**src/rtl/uart_pkg.sv**
```systemverilog
// Shared UART definitions: receiver state encoding, oversampling ratio
// and default clock/baud constants. UART_PARITY_EN adds the PARITY state.
`timescale 1ns/1ps

package uart_pkg;

    localparam int OVERSAMPLE = 16;
    localparam int DEF_CLK_HZ = 100_000_000;
    localparam int DEF_BAUD   = 115200;

`ifdef UART_PARITY_EN
    typedef enum logic [2:0] {
        ST_IDLE,
        ST_START,
        ST_DATA,
        ST_PARITY,
        ST_STOP,
        ST_WAIT_HIGH
    } uart_state_t;
`else
    typedef enum logic [2:0] {
        ST_IDLE,
        ST_START,
        ST_DATA,
        ST_STOP,
        ST_WAIT_HIGH
    } uart_state_t;
`endif

    // Clocks per oversample tick, never below one.
    function automatic int baud_div(input int clk_hz, input int baud);
        int d;
        d = clk_hz / (baud * OVERSAMPLE);
        return (d < 1) ? 1 : d;
    endfunction

endpackage

```
**src/rtl/uart_receiver_if.sv**
```systemverilog
// Receiver-side bundle: serial line in, byte and status pulses out.
// slave = the receiver, master = line driver / byte consumer.
`timescale 1ns/1ps

interface uart_receiver_if;

    logic       rx;
    logic [7:0] rdata;
    logic       rvalid;
    logic       ferr;
    logic       perr;

    modport master (
        output rx,
        input  rdata,
        input  rvalid,
        input  ferr,
        input  perr
    );

    modport slave (
        input  rx,
        output rdata,
        output rvalid,
        output ferr,
        output perr
    );

endinterface

```
**src/rtl/uart_baud_tick.sv**
```systemverilog
// Free-running oversample tick: one-clk pulse every CLK_HZ/(BAUD*16) clks.
// Ports: clk, rst (sync, active-high), tick (out).
`timescale 1ns/1ps

module uart_baud_tick
    import uart_pkg::*;
#(
    parameter int CLK_HZ = DEF_CLK_HZ,
    parameter int BAUD   = DEF_BAUD
) (
    input  logic clk,
    input  logic rst,
    output logic tick
);

    localparam int DIV = baud_div(CLK_HZ, BAUD);
    localparam int CW  = (DIV > 1) ? $clog2(DIV) : 1;
    localparam logic [CW-1:0] LAST = CW'(DIV - 1);

    logic [CW-1:0] cnt;

    always_ff @(posedge clk) begin
        if (rst) begin
            cnt <= '0;
        end else if (cnt == LAST) begin
            cnt <= '0;
        end else begin
            cnt <= cnt + 1'b1;
        end
    end

    assign tick = (cnt == LAST);

endmodule

```
**src/rtl/uart_receiver.sv**
```systemverilog
// 16x oversampling UART receiver, 8N1 (8E1 with UART_PARITY_EN).
// Ports: clk, rst (sync, active-high), bus (slave): rx, rdata, rvalid, ferr, perr.
`timescale 1ns/1ps

module uart_receiver
    import uart_pkg::*;
#(
    parameter int CLK_HZ = DEF_CLK_HZ,
    parameter int BAUD   = DEF_BAUD
) (
    input  logic         clk,
    input  logic         rst,
    uart_receiver_if.slave bus
);

    logic        rx_meta;
    logic        rx_s;
    logic        tick;

    uart_state_t state;
    uart_state_t state_nxt;

    logic [3:0]  os_cnt;
    logic [2:0]  bit_cnt;
    logic [7:0]  shreg;
    logic [7:0]  rdata_q;
    logic        rvalid_q;
    logic        ferr_q;

    logic        os_clr;
    logic        os_inc;
    logic        bit_clr;
    logic        shift_en;
    logic        load_en;
    logic        ferr_set;

`ifdef UART_PARITY_EN
    logic        par_en;
    logic        par_err;
    logic        perr_set;
    logic        perr_q;
`endif

    // Sample points: mid start bit, then every 16 ticks.
    logic mid_start;
    logic bit_end;

    assign mid_start = tick && (os_cnt == 4'd7);
    assign bit_end   = tick && (os_cnt == 4'd15);

    always_ff @(posedge clk) begin
        if (rst) begin
            rx_meta <= 1'b1;
            rx_s    <= 1'b1;
        end else begin
            rx_meta <= bus.rx;
            rx_s    <= rx_meta;
        end
    end

    uart_baud_tick #(
        .CLK_HZ (CLK_HZ),
        .BAUD   (BAUD)
    ) u_tick (
        .clk  (clk),
        .rst  (rst),
        .tick (tick)
    );

    always_ff @(posedge clk) begin
        if (rst) begin
            state <= ST_IDLE;
        end else begin
            state <= state_nxt;
        end
    end

    always_comb begin
        state_nxt = state;
        unique case (state)
            ST_IDLE: begin
                if (tick && !rx_s) state_nxt = ST_START;
            end
            ST_START: begin
                if (mid_start) state_nxt = rx_s ? ST_IDLE : ST_DATA;
            end
            ST_DATA: begin
                if (bit_end && (bit_cnt == 3'd7)) begin
`ifdef UART_PARITY_EN
                    state_nxt = ST_PARITY;
`else
                    state_nxt = ST_STOP;
`endif
                end
            end
`ifdef UART_PARITY_EN
            ST_PARITY: begin
                if (bit_end) state_nxt = ST_STOP;
            end
`endif
            ST_STOP: begin
                if (bit_end) state_nxt = rx_s ? ST_IDLE : ST_WAIT_HIGH;
            end
            ST_WAIT_HIGH: begin
                if (tick && rx_s) state_nxt = ST_IDLE;
            end
            default: state_nxt = ST_IDLE;
        endcase
    end

    always_comb begin
        os_clr   = 1'b0;
        os_inc   = 1'b0;
        bit_clr  = 1'b0;
        shift_en = 1'b0;
        load_en  = 1'b0;
        ferr_set = 1'b0;
`ifdef UART_PARITY_EN
        par_en   = 1'b0;
        perr_set = 1'b0;
`endif
        unique case (state)
            ST_IDLE: begin
                if (tick && !rx_s) begin
                    os_clr  = 1'b1;
                    bit_clr = 1'b1;
                end
            end
            ST_START: begin
                if (mid_start) begin
                    os_clr  = 1'b1;
                    bit_clr = 1'b1;
                end else begin
                    os_inc = tick;
                end
            end
            ST_DATA: begin
                os_inc   = tick;
                shift_en = bit_end;
            end
`ifdef UART_PARITY_EN
            ST_PARITY: begin
                os_inc = tick;
                par_en = bit_end;
            end
`endif
            ST_STOP: begin
                os_inc = tick;
                if (bit_end) begin
                    // A low stop bit wins over a parity error.
                    if (!rx_s) ferr_set = 1'b1;
`ifdef UART_PARITY_EN
                    else if (par_err) perr_set = 1'b1;
`endif
                    else load_en = 1'b1;
                end
            end
            ST_WAIT_HIGH: begin
            end
            default: begin
            end
        endcase
    end

    always_ff @(posedge clk) begin
        if (rst) begin
            os_cnt   <= '0;
            bit_cnt  <= '0;
            shreg    <= '0;
            rdata_q  <= '0;
            rvalid_q <= 1'b0;
            ferr_q   <= 1'b0;
        end else begin
            rvalid_q <= load_en;
            ferr_q   <= ferr_set;
            if (os_clr) begin
                os_cnt <= '0;
            end else if (os_inc) begin
                os_cnt <= os_cnt + 1'b1;
            end
            if (bit_clr) begin
                bit_cnt <= '0;
            end else if (shift_en) begin
                bit_cnt <= bit_cnt + 1'b1;
            end
            // LSB arrives first, so shift in from the top.
            if (shift_en) shreg <= {rx_s, shreg[7:1]};
            if (load_en) rdata_q <= shreg;
        end
    end

`ifdef UART_PARITY_EN
    always_ff @(posedge clk) begin
        if (rst) begin
            par_err <= 1'b0;
            perr_q  <= 1'b0;
        end else begin
            perr_q <= perr_set;
            // Even parity: data bits plus parity bit must XOR to 0.
            if (bit_clr) begin
                par_err <= 1'b0;
            end else if (par_en) begin
                par_err <= ^{shreg, rx_s};
            end
        end
    end

    assign bus.perr = perr_q;
`else
    assign bus.perr = 1'b0;
`endif

    assign bus.rdata  = rdata_q;
    assign bus.rvalid = rvalid_q;
    assign bus.ferr   = ferr_q;

endmodule
```
**src/flat_wrapper.sv**
```systemverilog
// flat-port wrapper written by rule: the top's interface ports become plain ports
module uart_receiver_flat import uart_pkg::*;
#(
    parameter int CLK_HZ = DEF_CLK_HZ,
    parameter int BAUD   = DEF_BAUD
)
  (clk, rst, bus_rx, bus_rdata, bus_rvalid, bus_ferr, bus_perr);
  uart_receiver_if bus_i ();
  input  logic clk;
  input  logic rst;
  input wire logic [$bits(bus_i.rx)-1:0] bus_rx;
  output wire logic [$bits(bus_i.rdata)-1:0] bus_rdata;
  output wire logic [$bits(bus_i.rvalid)-1:0] bus_rvalid;
  output wire logic [$bits(bus_i.ferr)-1:0] bus_ferr;
  output wire logic [$bits(bus_i.perr)-1:0] bus_perr;
  assign bus_i.rx = bus_rx;
  assign bus_rdata = bus_i.rdata;
  assign bus_rvalid = bus_i.rvalid;
  assign bus_ferr = bus_i.ferr;
  assign bus_perr = bus_i.perr;
  uart_receiver #(.CLK_HZ(CLK_HZ), .BAUD(BAUD)) u_core (.clk(clk), .rst(rst), .bus(bus_i));
endmodule
```
**config.mk**
```make
export PLATFORM = sky130hd
export DESIGN_NAME = uart_receiver_flat
export DESIGN_NICKNAME = d
export VERILOG_FILES = /design/src/rtl/uart_pkg.sv /design/src/rtl/uart_receiver_if.sv /design/src/rtl/uart_baud_tick.sv /design/src/rtl/uart_receiver.sv /design/src/flat_wrapper.sv
export SDC_FILE = /design/constraint.sdc
export NUM_CORES = 1
export LEC_CHECK = 0
export BUFFER_PORTS_ARGS = -buffer_cell sky130_fd_sc_hd__buf_2
export CAP_MARGIN = 0
export CORE_ASPECT_RATIO = 0.7
export CORE_MARGIN = 1.5
export CORE_UTILIZATION = 25
export DETAILED_ROUTE_END_ITERATION = 10
export MAX_ROUTING_LAYER = met4
export SYNTH_ARGS = -nofsm -noshare
export SYNTH_HDL_FRONTEND = slang
export SYNTH_SLANG_ARGS = --single-unit
```
**constraint.sdc**
```tcl
create_clock -name clk -period 3.9 [get_ports clk]
set_input_delay 0.195 -clock clk [delete_from_list [all_inputs] [get_ports clk]]
set_output_delay 0.195 -clock clk [all_outputs]
set_load 0.05 [all_outputs]
```
Word level (Yosys, flattened, before mapping) --
Cells that the tools add are included.
Storage, ports and cells: register bits 36, bits of input ports 3
Operators by class: add/subtract/negate cells 3, equality and inequality tests 13, mux-type cells 18, bitwise logic cells 2, reductions and logical operators 12
Operator list (count):
- $mux W3 | 6
- $pmux W3 S5 | 1
- $ne A2 B1 Y1 const B | 5
- $mux W1 | 8
- $add A6 B1 Y6 const B | 1
- $eq A3 B2 Y1 const B | 2
- $eq A3 B3 Y1 const B | 2
- $eq A6 B6 Y1 const B | 1
- $reduce_or A2 Y1 | 3
- $logic_and A1 B1 Y1 | 5
- $reduce_and A5 Y1 | 1
- $add A4 B1 Y4 const B | 1
- $eq A4 B3 Y1 const B | 1
- $eq A4 B4 Y1 const B | 1
- $pmux W1 S2 | 2
- $add A3 B1 Y3 const B | 1
- $eq A3 B1 Y1 const B | 1
- $logic_not A3 Y1 | 1
- $reduce_or A3 Y1 | 1
- $mux W2 | 1
- $not A1 Y1 | 2
- $logic_not A1 Y1 | 1

Logic depth before layout (Yosys ltp) --
depth in word-level cells 5, gate-level depth with buffers 7

By module --
Synthesis repeated with hierarchy kept, for this count alone.
Second synthesis, totals: cells, all modules 187, area, all modules 1656.6 um2
Modules (own cells, without submodules):
- uart_receiver | instances 1, cells an instance 158, area each 1395.1 um2
- uart_baud_tick | instances 1, cells an instance 29, area each 261.5 um2

Worst setup path before layout --
OpenSTA, ideal clock, no wires.
path type reg2reg, start reg u_core.u_tick.cnt[0], end reg u_core.rdata_q[0], in the netlist u_core.bus.rdata[0], library setup time 132 ps, data arrival time 1588 ps, data required time 3768 ps, slack 2180 ps, cell stages (with the launch flop) 7, path buffers 1, path through dfxtp_1 ha_1 nand3b_4 or4_1 buf_2 o31ai_1 a21oi_1
Between the ends: longest elaborated chain between the ends 4
RTL lines:
- from (decl) | line uart_baud_tick.sv:20 | logic [CW-1:0] cnt;
- from (signal assigned) | line uart_baud_tick.sv:28 | cnt <= cnt + 1'b1;
- $eq A6 B6 Y1 | line uart_baud_tick.sv:32 | assign tick = (cnt == LAST);
- $logic_and A1 B1 Y1 | line uart_receiver.sv:49 | assign bit_end = tick && (os_cnt == 4'd15);
- $mux W1 | line uart_receiver.sv:149 | if (bit_end) begin
- $mux W1 | line uart_receiver.sv:122 | unique case (state)
- to (signal assigned) | line uart_receiver.sv:188 | if (load_en) rdata_q <= shreg;
- to (decl) | line uart_receiver.sv:26 | logic [7:0] rdata_q;
No other way between the ends. A chain may end at the register's enable or synchronous reset.

Worst setup path after layout --
start reg u_core.state[0], end reg u_core.state[1]
Between the ends: longest elaborated chain between the ends 3, elaborated cells on any way between the ends 12, those cells by class eq/ne (9); mux (1); reduce/logical (2)
RTL lines:
- from (decl) | line uart_receiver.sv:20 | uart_state_t state;
- from (signal assigned) | line uart_receiver.sv:74 | state <= state_nxt;
- $eq A3 B2 Y1, or another cell as far along | line uart_receiver.sv:80 | unique case (state)
- $ne A2 B1 Y1 (no source line)
- $reduce_and A5 Y1 (no source line)
Several ways; a longest one is shown, not always the timed one.

==> impl_metrics.yaml <==
critical_path:
  path_max_fanout: 14
  startpoint_type: "flop"
  startpoint: "u_core.state[0]"
  crit_required_ns: 4.07
  path_cells: "clkinv_1, or4_1, o221a_2"
  critical_path_class: "flop to flop"
  cp.buffers_inverters: 1
  endpoint_kind: "flop"
  crit_slowest_cell: "or4_1"
  timing.rr.start: "u_core.state[0]"
  cp.arrival_ns: 2.18
  max_stage_delay_ns: 0.66
  crit_family: "simple AND/OR/NAND/NOR gates"
finish:
  drive_gt1_share_pct: 15.9
  fin_nets: 183
  diodes: 0
  area_growth_pct: 13.0
floorplan:
  die-area_sq_um: 6780
  core_area_sq_um: 5900
  fp.dieW_um: 97.8
  ioPinCount: 14
  fp-row-count: 23
  initial_core_util_pct: 26.6
  die_h_um: 69.3
global_routing:
  antenna_found_initial: 0
  grt_pass1_vias: 1045
  overflow: 0
  grt_usage_pct: 10.7
  grt_max_degree: 30
  grt_pass1_wl_mm: 5.53
placement:
  gp_congestion: 0.822
  pre_cts_ws_ns: 1.95
  dp_hpwl_mm: 2.31
  portBuffers: 12
power_and_ir_drop:
  p_clk_share_pct: 40.2
  pwr_density_cell_nw_per_um2: 372
  p_sw_share_pct: 21.2
  cellInternalPower_mw: 0.521
  seq_power_share_pct: 56.9
  ir_drop_uv: 129
  power_leakage_nw: 0.650
  p_comb_share_pct: 2.9
  p_switching_mw: 0.140
clock_network:
  cts-root-buf: "clkbuf_8"
  cts_setup_buffers: 0
  cts_tree: "yes"
  cts.htree.levels: 2
  clk_latency_ns: 0.28
  clk_pin_slew_ns: 0.07
  cts_hold_buffers: 0
  cts_sinks: 36
  numCtsBuffers: 5
  post_cts_resized: 0
  clock_path_buffers: 2
sta:
  worstMarginPinSlew_ns: 0.546
  min_period_ns: 2.00
  rsz0062_at_grt: "no"
  final_max_slew_viol_count: 0
  hold_viol: 0
  relSlewSlack_pct: 62.7
  max_freq_ghz: 0.500
  layout_setup_ws_ns: 1.90
  setup_viol: 0
  post-route-period-util_pct: 51.3
  setup_tns_ns: 0
  skew_ns: 0.00369
synthesis:
  synth_top_area_share_pct: 45.9
  yosysMostFrequentCell: "dfxtp_1"
  netlist_top_cells_area: "dfxtp_1 (46%), mux2i_1 (6.4%), nor2_1 (4.8%)"
  ys_top_cells_by_count: "dfxtp_1 (36), nor2_1 (20), a21oi_1 (12)"
  avgSynthCellArea_sq_um: 9.52
  syn_area_sq_um: 1570
  synth_seq_cells: 36
  synth_fp_nets: 173
  yosys.area.top_type: "dfxtp_1"
  synth-edff-count: 0
  syn-instance-count: 165
  yosysSeqAreaShare_pct: 45.9
  synthFlopType: "dfxtp_1"
  yosysUniqueCellTypes: 38
  synth_warnings: 0
  async_flop_share_pct: 0
drt:
  drt-met1-wl_mm: 1.90
  dr_total_vias: 1196
  drtIter0Drc: 122
  wl_mm: 3.23
  dr.pass1.iters: 4
  ant_nets: 0
  viasPerCell: 4.76
  wl_met3_um: 215
  routedWlPerCell_um: 12.9
  drc: 0
  routed.top_layer: "met4"
  wl_met2_mm: 1.10
run:
  cap_violations: 0
min_path:
  hold_class: "primary input to flop"
  hold_path_startpoint: "bus_rx"
outcome:
  outcome: "finished clean"
==> worst reg2reg max path, delay by kind of cell, from the launching register on <==
kind | cells | cell delay [ns]
compound gates | 1 | 0.29
simple gates | 1 | 0.66
flops | 1 | 0.58
buf+inv | 1 | 0.37
==> cells by family after synthesis <==
group | share of synthesized area (%)
XOR/XNOR | 3.90
other | 0.239
adder cells (fa/ha/maj) | 3.98
AND/OR/NAND/NOR | 22.7
multiplexers | 6.37
AO/OA/AOI/OAI | 13.0
buffers and inverters | 3.98
flip-flops | 45.9
==> worst paths after layout <==
path	endpoint	slack, ns	cells past startpoint
min	u_core.rx_meta	0.1	2
min reg2reg	u_core.rx_s	0.41	1
max	u_core.state[1]	1.90	3
max reg2reg	u_core.state[1]	1.90	3
==> stage by stage <==
stage / power, mW / area, sq um / hold WS, ns / utilization (%) / instances
after floorplan: 0.400 / 1570 / 0.299 / - / 165
after global placement: 0.403 / 1690 / 0.395 / 28.6 / 243
after detailed placement: 0.404 / 1690 / 0.396 / 28.6 / 243
after CTS: 0.672 / 1780 / 0.0995 / 30.1 / 251
after global routing: 0.693 / 1780 / 0.101 / 30.1 / 251
final: 0.661 / 1780 / 0.0987 / 30.1 / 251
==> state kept, by name (all words and copies together), names as in the netlist, 3 cells and up <==
signal,count
u_core.state,3
u_core.shreg,8
u_core.bit_cnt,3
u_core.u_tick.cnt,6
u_core.os_cnt,4
u_core.bus.rdata,8
==> power groups by stage <==
stage	Combinational, mW	Sequential, mW	Clock, mW
CTS	0.0197	0.376	0.276
finish	0.0193	0.376	0.266
global route	0.0215	0.377	0.294
floorplan	0.0180	0.382	0
global placement	0.0193	0.384	0
detailed placement	0.0196	0.385	0
==> placed cells by master, fill, tap and decap left out, types with 2 or more instances in the layout <==
| cell | count |
|---|---|
| nor4_1 | 2 |
| or4_1 | 3 |
| nand2_1 | 5 |
| o31ai_1 | 9 |
| dfxtp_1 | 36 |
| o21ai_0 | 3 |
| nor3_1 | 7 |
| inv_1 | 3 |
| or2_2 | 2 |
| nand3b_1 | 3 |
| clkbuf_8 | 6 |
| xnor2_1 | 4 |
| clkbuf_1 | 2 |
| buf_2 | 12 |
| ha_1 | 5 |
| a21oi_1 | 12 |
| nand3_1 | 3 |
| nor2_1 | 20 |
| xor2_1 | 3 |
| nand4_1 | 8 |
| mux2i_1 | 10 |
==> per-layer routing <==
metal | GRT usage, % | vias to the layer above
li1 | - | 617
met1 | 17.7 | 549
met2 | 11.0 | 28
met3 | 3.93 | 2
met4 | 2.38 | 0
met5 | - | -
==> layout make-up <==
class	instances	area, sq um
clock buffer	8	90.1
fill	625	4120
inverter	4	15.0
multi-input combinational	115	788
sequential	36	721
tap	75	93.8
timing repair buffer	13	67.6
Power figures use the tool's default switching activity.
